## config.mk

```make
export PLATFORM = sky130hd
export DESIGN_NAME = game_input_conditioner
export DESIGN_NICKNAME = d
export VERILOG_FILES = /design/src/rtl/game_input_conditioner.sv
export SDC_FILE = /design/constraint.sdc
export NUM_CORES = 1
export LEC_CHECK = 0
export BUFFER_PORTS_ARGS = -buffer_cell sky130_fd_sc_hd__buf_2
export CAP_MARGIN = 30
export CORE_ASPECT_RATIO = 0.8
export CORE_MARGIN = 2
export CORE_UTILIZATION = 49
export DETAILED_ROUTE_END_ITERATION = 12
export HOLD_SLACK_MARGIN = 0.05
export PLACE_DENSITY = 0.69
export SYNTH_ARGS = -nofsm -noshare
export SYNTH_HDL_FRONTEND = slang
export SYNTH_SLANG_ARGS = --single-unit
```

## constraint.sdc

```tcl
create_clock -name board_clk -period 5.2 [get_ports board_clk]
set_input_delay 0.78 -clock board_clk [delete_from_list [all_inputs] [get_ports board_clk]]
set_output_delay 0.78 -clock board_clk [all_outputs]
set_load 0.01 [all_outputs]
```

## src/rtl/game_input_conditioner.sv

```systemverilog
// Button front-end for the Astro Barrier game logic: synchronises and debounces
// the three push-buttons and produces the game tick, movement levels and fire event.
module game_input_conditioner #(
  parameter int DEBOUNCE_CYCLES = 1000000,
  parameter int TICK_DIV        = 2097152,
  parameter int CNT_W           = 24,
  parameter int TICK_W          = 22
) (
  input  logic       board_clk,
  input  logic       reset,
  input  logic       btnL_raw,
  input  logic       btnR_raw,
  input  logic       btnU_raw,
  output logic       tick,
  output logic       move_left,
  output logic       move_right,
  output logic       fire_evt,
  output logic [2:0] btn_db
);

  logic [2:0]        raw;
  logic [2:0]        s1;
  logic [2:0]        s2;
  logic [2:0]        db;
  logic [CNT_W-1:0]  cnt [3];
  logic [TICK_W-1:0] tc;
  logic              tick_next;
  logic              dbu_d;
  logic              fire_pend;
  logic              fire_rise;

  assign raw    = {btnU_raw, btnR_raw, btnL_raw};
  assign btn_db = db;

  always_ff @(posedge board_clk or posedge reset) begin
    if (reset) begin
      s1 <= '0;
      s2 <= '0;
    end else begin
      s1 <= raw;
      s2 <= s1;
    end
  end

  // Each button's counter only advances while the synchronised level disagrees
  // with the stable level, so any bounce back restarts the hold period.
  for (genvar i = 0; i < 3; i++) begin : g_debounce
    always_ff @(posedge board_clk or posedge reset) begin
      if (reset) begin
        cnt[i] <= '0;
        db[i]  <= 1'b0;
      end else if (s2[i] == db[i]) begin
        cnt[i] <= '0;
      end else if (cnt[i] == CNT_W'(DEBOUNCE_CYCLES - 1)) begin
        db[i]  <= s2[i];
        cnt[i] <= '0;
      end else begin
        cnt[i] <= cnt[i] + CNT_W'(1);
      end
    end
  end

  assign tick_next = (tc == TICK_W'(TICK_DIV - 1));
  assign fire_rise = db[2] & ~dbu_d;

  always_ff @(posedge board_clk or posedge reset) begin
    if (reset) begin
      tc   <= '0;
      tick <= 1'b0;
    end else begin
      tc   <= tick_next ? '0 : tc + TICK_W'(1);
      tick <= tick_next;
    end
  end

  // A rise seen on the consuming cycle keeps the request pending for the next tick.
  always_ff @(posedge board_clk or posedge reset) begin
    if (reset) begin
      dbu_d     <= 1'b0;
      fire_pend <= 1'b0;
      fire_evt  <= 1'b0;
    end else begin
      dbu_d     <= db[2];
      fire_pend <= fire_rise | (fire_pend & ~tick_next);
      fire_evt  <= tick_next & fire_pend;
    end
  end

  always_ff @(posedge board_clk or posedge reset) begin
    if (reset) begin
      move_left  <= 1'b0;
      move_right <= 1'b0;
    end else begin
      move_left  <= db[0] & ~db[1];
      move_right <= db[1] & ~db[0];
    end
  end

endmodule
```

==> results of run 1 <==
-- sequential cells by signal, summed over array words and instances (netlist names), 3 cells and up --
signal / count
tc: 22
s2: 3
s1: 3
btn_db: 3
cnt: 72
-- worst max-delay path: stages, from the launching register on --
cell	delay (ps)
dfrtp_1	420
ha_1	300
nand2_1	100
or4_1	530
o21ai_1	510
buf_4	330
nor2_1	70
-- routing by layer --
layer,track usage [%],vias up
li1,-,1915
met1,25.57,1945
met2,29.05,55
met3,4.519,13
met4,6.373,0
met5,0,-
-- final cells by class --
cell class / instances / area [um2] / share of cell area [%]
Clock buffer: 12 / 256.5 / 4.464
Clock inverter: 4 / 78.83 / 1.372
Multi-Input combinational cell: 379 / 2371 / 41.27
Tap cell: 140 / 175.2 / 3.049
Sequential cell: 109 / 2728 / 47.47
Timing Repair Buffer: 15 / 85.08 / 1.481
Inverter: 13 / 51.30 / 0.8929
-- cell usage in the layout, fill, tap and decap left out, types with 7 or more instances in the layout --
master     instances
a21oi_1           32
and3_1            15
and4_1             9
buf_2             11
clkbuf_16          9
dfrtp_1          109
inv_1             12
nand2_1           28
nand3_1           38
nand4_1           26
nor2_1            53
nor3_1             7
o21ai_0            8
o31ai_1           23
or3_1             12
or4_1             24
xnor2_1           22
xor2_1            29
-- stage by stage --
step | power, mW | instances | setup WS [ps] | hold WS [ps] | utilization (%)
floorplan | 0.9085 | 523 | 1546 | 331.2 | -
global placement | 0.9221 | 656 | 2899 | 337.0 | 52.41
detailed placement | 0.9233 | 656 | 2821 | 336.2 | 52.41
CTS | 1.682 | 672 | 2809 | 349.8 | 55.66
global route | 1.722 | 672 | 2631 | 369.7 | 55.66
finish | 1.661 | 672 | 2819 | 348.2 | 55.66
-- cells by family (layout without fill, tap and decap cells) --
logic type                 count (synthesis)  in the layout  synth area share, %
AOI/OAI and AO/OA                         80             80                9.316
xor gates and xnor gates                  51             51                8.506
adders and majority gates                  4              4               0.9531
buffers and inverters                     35             44                2.907
DFF                                      109            109                51.94
muxes                                      4              4               0.8577
and+or+nand+nor                          240            240                25.52
-- power by group through the flow --
stage | combinational [mW] | clock (mW) | sequential [mW]
3_3_place_gp | 0.0425 | 0 | 0.880
5_1_grt | 0.0488 | 0.808 | 0.865
2_1_floorplan | 0.0304 | 0 | 0.878
6_report | 0.0414 | 0.755 | 0.864
3_5_place_dp | 0.0431 | 0 | 0.880
4_1_cts | 0.0433 | 0.775 | 0.864
-- path summary, 6_finish.rpt --
check | endpoint | from
worst min-delay path | s2[0] | s1[0]
worst max register to register | cnt[35] | cnt[24]
worst max-delay path | cnt[35] | cnt[24]
worst min register to register | s2[0] | s1[0]
min in group asynchronous | cnt[23] | reset
max in group asynchronous | cnt[25] | reset
==> results.sh, run 1 <==
export IMPL_grt_pass1_wl_mm=17.00
export IMPL_cts_clk_slew_worst_paths_ps=70
export IMPL_crit_type="reg2reg"
export IMPL_syn_nets=532
export IMPL_coreArea_um2=10320
export IMPL_status="finished clean"
export IMPL_dr_wl_met2_mm=4.419
export IMPL_comb_power_share_pct=2.5
export IMPL_wl_mm=9.790
export IMPL_cts_sinks=109
export IMPL_wl_per_cell_um=14.57
export IMPL_place_congestion=0.7975
export IMPL_fillers=904
export IMPL_die_w_um=119.7
export IMPL_io_pins=12
export IMPL_max_freq_mhz=419.9
export IMPL_intPower_mw=1.317
export IMPL_max_slew_margin_pct=39.11
export IMPL_critPathArrivalTime_ps=2610
export IMPL_yosysTopAreaCell="dfrtp_1"
export IMPL_die_y_um=96.60
export IMPL_rows=33
export IMPL_ir_drop_v=0.0001924
export IMPL_p_switching_uw=343.6
export IMPL_pwr_density_cell_nw_per_um2=289.0
export IMPL_finalCritPeriodShare_pct=45.80
export IMPL_dpl_cell_area_um2=5410
export IMPL_cts_root_buf="clkbuf_16"
export IMPL_holdPathStages=0
export IMPL_synth_edff_count=0
export IMPL_synth_seq_cells=109
export IMPL_grtUsageTotal_pct=18.54
export IMPL_drc=0
export IMPL_switching_share_pct=20.69
export IMPL_vias_per_cell=5.845
export IMPL_yosysMostFrequentCell="dfrtp_1"
export IMPL_avgSynthCellArea_um2=10.04
export IMPL_rsz0062_at_grt="false"
export IMPL_die_area_um2=11570
export IMPL_syn_to_final_growth_pct=9.411
export IMPL_mappedNetlistArea_um2=5251
export IMPL_synth_top_area_share_pct=51.94
export IMPL_cts_resized=0
export IMPL_fin_skew_ps=4.561
export IMPL_yosysSeqAreaShare_pct=51.94
export IMPL_finalSetupViolCount=0
export IMPL_start_util_pct=50.87
export IMPL_netlist_instances=523
export IMPL_grt_overflow_total=0
export IMPL_drtPass1Iterations=4
export IMPL_wl_met1_mm=4.948
export IMPL_top_layer="met4"
export IMPL_tightest_slew_ps=913.3
export IMPL_crit_path_start_kind="register"
export IMPL_clk_latency_ps=340
export IMPL_grt_pass1_vias=3582
export IMPL_antenna_found_initial=0
export IMPL_final_area_um2=5746
export IMPL_fin_crit_ps=2381
export IMPL_port_buffers=11
export IMPL_synth_common_cells="dfrtp_1, nor2_1, nand3_1"
export IMPL_hold_path_class="reg2reg"
export IMPL_numCtsBuffers=9
export IMPL_synth_ff_type="dfrtp_1"
export IMPL_ant_nets=0
export IMPL_yosysWarnings=0
export IMPL_ys_types=41
export IMPL_hold_buffers=0
export IMPL_met3_wirelength_um=289
export IMPL_setup_worst_path_end_class="register"
export IMPL_critical_path_max_fanout=15
export IMPL_num_vias=3928
export IMPL_drtIter0Drc=294
export IMPL_p_leak_nw=2.362
export IMPL_cts_setup_buffers=0
export IMPL_antennaDiodeCount=0
export IMPL_hold_viol_final=0
export IMPL_grt_max_degree=76
export IMPL_final_nets=536
export IMPL_maxSlewViolCount=0
export IMPL_finalSetupTns_ps=0
export IMPL_pwr_share_seq_pct=52.0
export IMPL_hpwlAfterDp_mm=6.518
export IMPL_p_clk_share_pct=45.5
export IMPL_critPathRequiredTime_ps=5430
export IMPL_cts_max_path_buffers=2
export IMPL_cts_tree="done"
export IMPL_worstRegToRegCells=6
export IMPL_r2r_slack_ps=2820
export IMPL_synth_area_leaders="dfrtp_1, xor2_1, nor2_1, xnor2_1, nand3_1"
export IMPL_async_flop_share_pct=100.0
export IMPL_max_cap_violations=0
export IMPL_htreeDepth=3
export IMPL_layout_drive_gt1_share_pct=7.519
Note: power is estimated with default switching activity, not from simulation.
==> run 2: changes to the inputs <==
- ABC_AREA: unset -> 1
- clock period: 5.2 -> 2.2 ns (I/O delays scaled with it)
==> results.sh, run 2 <==
export IMPL_grt_overflow_total=0
export IMPL_wl_per_cell_um=12.53
export IMPL_hold_buffers=0
export IMPL_grt_max_degree=42
export IMPL_grtUsageTotal_pct=20.59
export IMPL_dpl_cell_area_um2=6202
export IMPL_synth_seq_cells=109
export IMPL_use_met3_pct=4.463
export IMPL_antennaDiodeCount=0
export IMPL_critPathMostFrequentCell="nand3_1"
export IMPL_grt_pass1_vias=4745
export IMPL_vias_per_cell=5.080
export IMPL_die_area_um2=13030
export IMPL_met1_usage_pct=28.92
export IMPL_drtPass1Iterations=5
export IMPL_largest_register_ffs=72
export IMPL_met2_usage_pct=32.75
export IMPL_critical_path_max_fanout=13
export IMPL_crit_buf_inv=0
export IMPL_fin_util_pct=55.89
export IMPL_max_slew_margin_pct=54.88
export IMPL_drc=0
export IMPL_crit_type="reg2reg"
export IMPL_cts_resized=0
export IMPL_top_register="cnt"
export IMPL_die_w_um=127.1
export IMPL_port_buffers=11
export IMPL_numCtsBuffers=9
export IMPL_io_pins=12
export IMPL_max_freq_mhz=541.4
export IMPL_drtIter0Drc=291
export IMPL_finalCritPeriodShare_pct=83.96
export IMPL_ir_drop_v=0.0004494
export IMPL_final_nets=836
export IMPL_hpwlAfterDp_mm=8.980
export IMPL_crit_path_start_kind="register"
export IMPL_path_cells="ha_1 > nand3_1 > nor2_1 > nand3_1 > o21ai_1 > nand2_1"
export IMPL_layoutNonFillerInstCount=980
export IMPL_avgSynthCellArea_um2=7.365
export IMPL_rsz0062_at_grt="false"
export IMPL_yosysTopAreaCell="dfrtp_1"
export IMPL_num_vias=4978
export IMPL_place_ws_ps=408.7
export IMPL_grt_pass1_wl_mm=21.62
export IMPL_hold_viol_final=0
export IMPL_mappedNetlistArea_um2=5943
export IMPL_synth_area_leaders="dfrtp_1, nand2_1, nor2_1, inv_1, nand3_1"
export IMPL_synth_ff_type="dfrtp_1"
export IMPL_netlist_instances=807
export IMPL_tightest_slew_ps=675.3
export IMPL_p_leak_nw=2.832
export IMPL_critPathTopFamily="simple AND/OR/NAND/NOR gates"
export IMPL_cts_root_buf="clkbuf_16"
export IMPL_htreeDepth=3
export IMPL_reg_top3="cnt (72), tc (22)"
export IMPL_final_area_um2=6535
export IMPL_ys_types=31
export IMPL_critPathArrivalTime_ps=2090
export IMPL_async_flop_share_pct=100.0
export IMPL_die_y_um=102.5
export IMPL_start_util_pct=50.83
export IMPL_pwr_density_cell_nw_per_um2=603.0
export IMPL_maxSlewViolCount=0
export IMPL_synth_common_cells="nand2_1, nor2_1, dfrtp_1"
export IMPL_yosysSeqAreaShare_pct=45.89
export IMPL_ant_nets=0
export IMPL_critPathRequiredTime_ps=2440
export IMPL_antenna_found_initial=0
export IMPL_critPathSlowestCell="dfrtp_1"
export IMPL_critical_path_max_stage_delay_ps=410
export IMPL_hold_ws_ps=64.76
export IMPL_rows=35
export IMPL_cts_clk_slew_worst_paths_ps=70
export IMPL_busiest_layer="met2"
export IMPL_status="finished clean"
export IMPL_setup_worst_path_end_class="register"
export IMPL_cts_sinks=109
export IMPL_layout_drive_gt1_share_pct=6.611
export IMPL_coreArea_um2=11690
export IMPL_cts_max_path_buffers=2
export IMPL_final_common_cell="nand2_1"
export IMPL_layout_common_cells="nand2_1, nor2_1, dfrtp_1"
export IMPL_cts_setup_buffers=0
export IMPL_cts_tree="done"
export IMPL_hold_path_class="in2async"
export IMPL_max_cap_violations=0
export IMPL_finalSetupViolCount=0
export IMPL_dp_cells=964
export IMPL_yosysMostFrequentCell="nand2_1"
export IMPL_syn_nets=816
export IMPL_yosysWarnings=0
export IMPL_synth_top_area_share_pct=45.89
export IMPL_fin_crit_ps=1847
export IMPL_fin_ws_ps=353.0
export IMPL_place_congestion=0.9386
export IMPL_syn_to_final_growth_pct=9.958
export IMPL_fin_skew_ps=7.172
export IMPL_clk_latency_ps=360
export IMPL_fillers=1114
export IMPL_wl_mm=12.28
export IMPL_power_mw=3.941
export IMPL_finalSetupTns_ps=0
export IMPL_synth_edff_count=0
[run 2: cell type report]
class                   instances  area (um2)  area share (%)
multi-input cells             602        2838           43.42
flip-flops and latches        109        2728           41.74
inverters                      90       341.6           5.227
clock buffers                   9       225.2           3.446
well taps                     148       185.2           2.834
repair buffers                 15       110.1           1.685
clock inverters                 7       107.6           1.647
[run 2: routing by layer]
metal  wire length [um]  share of wire [%]
met2               5367                 44
met5                  0                  0
met1               6196                 50
met3                595                4.8
met4                119               0.97
[run 2: cell families (layout without fill, tap and decap cells)]
| logic type | count (synthesis) | count (layout) | share of synthesized area (%) |
|---|---|---|---|
| compound gates | 24 | 24 | 2.168 |
| xor+xnor | 49 | 49 | 7.474 |
| fa+ha+maj | 4 | 4 | 0.8421 |
| buf+inv | 96 | 121 | 6.358 |
| flops | 109 | 109 | 45.89 |
| simple gates | 525 | 525 | 37.26 |
[run 2: report_power, final]
group          total (mW)  internal [mW]  switching (mW)
clock network        1.79           1.02           0.776
registers            2.04           2.02          0.0148
logic               0.111         0.0295          0.0818
total                3.94           3.07           0.873
[run 2: worst paths after layout]
kind                       startpoint         to  slack (ps)  cells past startpoint
max                           cnt[24]  btn_db[1]         350                      6
min                             reset     tc[15]          60                      2
max reg2reg                   cnt[24]  btn_db[1]         350                      6
min reg2reg                     s1[0]      s2[0]         360                      0
max in group asynchronous       reset     cnt[4]        1530                      3
min in group board_clk       btnL_raw      s1[0]          80                      1
==> run 3: changes to the inputs <==
- ABC_AREA: 1 -> 0
- PLACE_DENSITY: 0.69 -> 0.71
- clock period: 2.2 -> 1.57 ns (I/O delays scaled with it)
==> results.sh, run 3 (same netlist as run 1, synthesis figures left out) <==
export IMPL_max_slew_margin_pct=70.36
export IMPL_critPathTopFamily="simple AND/OR/NAND/NOR gates"
export IMPL_final_nets=670
export IMPL_rsz0062_at_grt="true"
export IMPL_crit_buf_inv=1
export IMPL_fin_skew_ps=6.516
export IMPL_cts_root_buf="clkbuf_16"
export IMPL_vias_per_cell=5.710
export IMPL_power_mw=5.284
export IMPL_path_cells="or4_1 > or4_4 > o21ai_4 > buf_12 > a21oi_1"
export IMPL_fin_crit_ps=1933
export IMPL_numCtsBuffers=9
export IMPL_top_register="cnt"
export IMPL_rows=33
export IMPL_crit_type="reg2reg"
export IMPL_final_common_cell="buf_4"
export IMPL_pwr_density_cell_nw_per_um2=728.1
export IMPL_cts_sinks=109
export IMPL_antenna_found_initial=0
export IMPL_num_vias=4602
export IMPL_wl_per_cell_um=16.21
export IMPL_syn_to_final_growth_pct=38.19
export IMPL_max_cap_violations=0
export IMPL_cts_clk_slew_worst_paths_ps=70
export IMPL_maxSlewViolCount=0
export IMPL_layout_common_cells="buf_4, dfrtp_1, nor2_1"
export IMPL_ant_nets=0
export IMPL_grt_pass1_vias=4378
export IMPL_drtPass1Iterations=5
export IMPL_die_y_um=96.60
export IMPL_die_w_um=119.7
export IMPL_max_freq_mhz=517.4
export IMPL_grt_pass1_wl_mm=20.51
export IMPL_wl_mm=13.07
export IMPL_htreeDepth=3
export IMPL_start_util_pct=50.87
export IMPL_fin_ws_ps=-362.8
export IMPL_multi_input_area_um2=2843
export IMPL_p_leak_nw=3.107
export IMPL_area_sequential_um2=2730
export IMPL_reg_top3="cnt (72), tc (22)"
export IMPL_port_buffers=11
export IMPL_hold_path_class="reg2reg"
export IMPL_layout_drive_gt1_share_pct=38.59
export IMPL_critPathSlowestCell="or4_1"
export IMPL_coreArea_um2=10320
export IMPL_crit_path_start_kind="register"
export IMPL_drtIter0Drc=367
export IMPL_grt_max_degree=44
export IMPL_place_congestion=0.8595
export IMPL_hpwlAfterDp_mm=8.190
export IMPL_cts_max_path_buffers=2
export IMPL_grtUsageTotal_pct=22.13
export IMPL_ir_drop_v=0.0005157
export IMPL_io_pins=12
export IMPL_largest_register_ffs=72
export IMPL_tightest_slew_ps=443.7
export IMPL_drc=0
export IMPL_grt_overflow_total=0
export IMPL_antennaDiodeCount=0
export IMPL_fillers=751
export IMPL_setup_worst_path_end_class="register"
export IMPL_critPathArrivalTime_ps=2160
export IMPL_die_area_um2=11570
export IMPL_finalSetupViolCount=53
export IMPL_finalCritPeriodShare_pct=123.1
export IMPL_critPathRequiredTime_ps=1790
export IMPL_hold_viol_final=0
export IMPL_critical_path_max_stage_delay_ps=520
export IMPL_clk_latency_ps=350
export IMPL_status="complete, but fails checks"
export IMPL_cts_tree="done"
export IMPL_fin_util_pct=70.30
export IMPL_critical_path_max_fanout=13
export IMPL_violations="negative setup slack"
run 3: cell type report:
cell class                      instances  area share [%]
Multi-Input combinational cell        381           39.17
Inverter                               13          0.7241
Timing Repair Buffer                  147           16.22
Tap cell                              140           2.414
Clock inverter                          4          0.3103
Sequential cell                       109           37.62
Clock buffer                           12           3.534
run 3: routing by layer:
metal / global-route usage, % / wire, um / part of all wire, % / up-vias
met4: 5.784 / 157 / 1.2 / 0
met3: 5.164 / 514 / 3.9 / 20
met5: 0 / 0 / 0 / -
li1: - / - / - / 2188
met2: 37.71 / 6465 / 49 / 102
met1: 28.87 / 5929 / 45 / 2292
run 3: metrics by stage:
stage / hold WS (ps) / instances / setup slack, ps / setup TNS [ps] / instance area (um2)
floorplan: 266.9 / 523 / -303.6 / -8021 / 5391
global placement: 268.7 / 764 / -328.9 / -9258 / 6344
detailed placement: 270.4 / 764 / -379.4 / -10400 / 6344
CTS: 354.0 / 791 / -381.8 / -10630 / 6849
global route: 358.4 / 806 / -420.5 / -16200 / 7257
finish: 353.4 / 806 / -362.8 / -12120 / 7257
run 3: final timing paths:
kind                       cells after the start     from         to  slack (ps)
setup / recovery                               5  cnt[36]    cnt[41]        -360
hold / removal                                 0    s1[1]      s2[1]         350
hold reg to reg                                0    s1[1]      s2[1]         350
setup reg to reg                               5  cnt[36]    cnt[41]        -360
max in group asynchronous                      4    reset    cnt[16]         550
min in group asynchronous                      3    reset  btn_db[2]         460
run 3: power breakdown:
group	internal (mW)	total [mW]	leakage (nW)	switching, mW
combinational	0.116	0.270	1.48	0.154
clock	1.16	2.16	0.138	1.00
sequential	2.83	2.86	1.48	0.0225
run 3: timing repair:
item / CTS / global route
endpoints found under the hold margin: 18 / 0
cloned: 0 / 4
hold buffers: 4 / 0
setup buffers: 8 / 12
resized for setup: 30 / 80
pin swaps: 12 / 34
endpoints found under the setup margin: 55 / 81
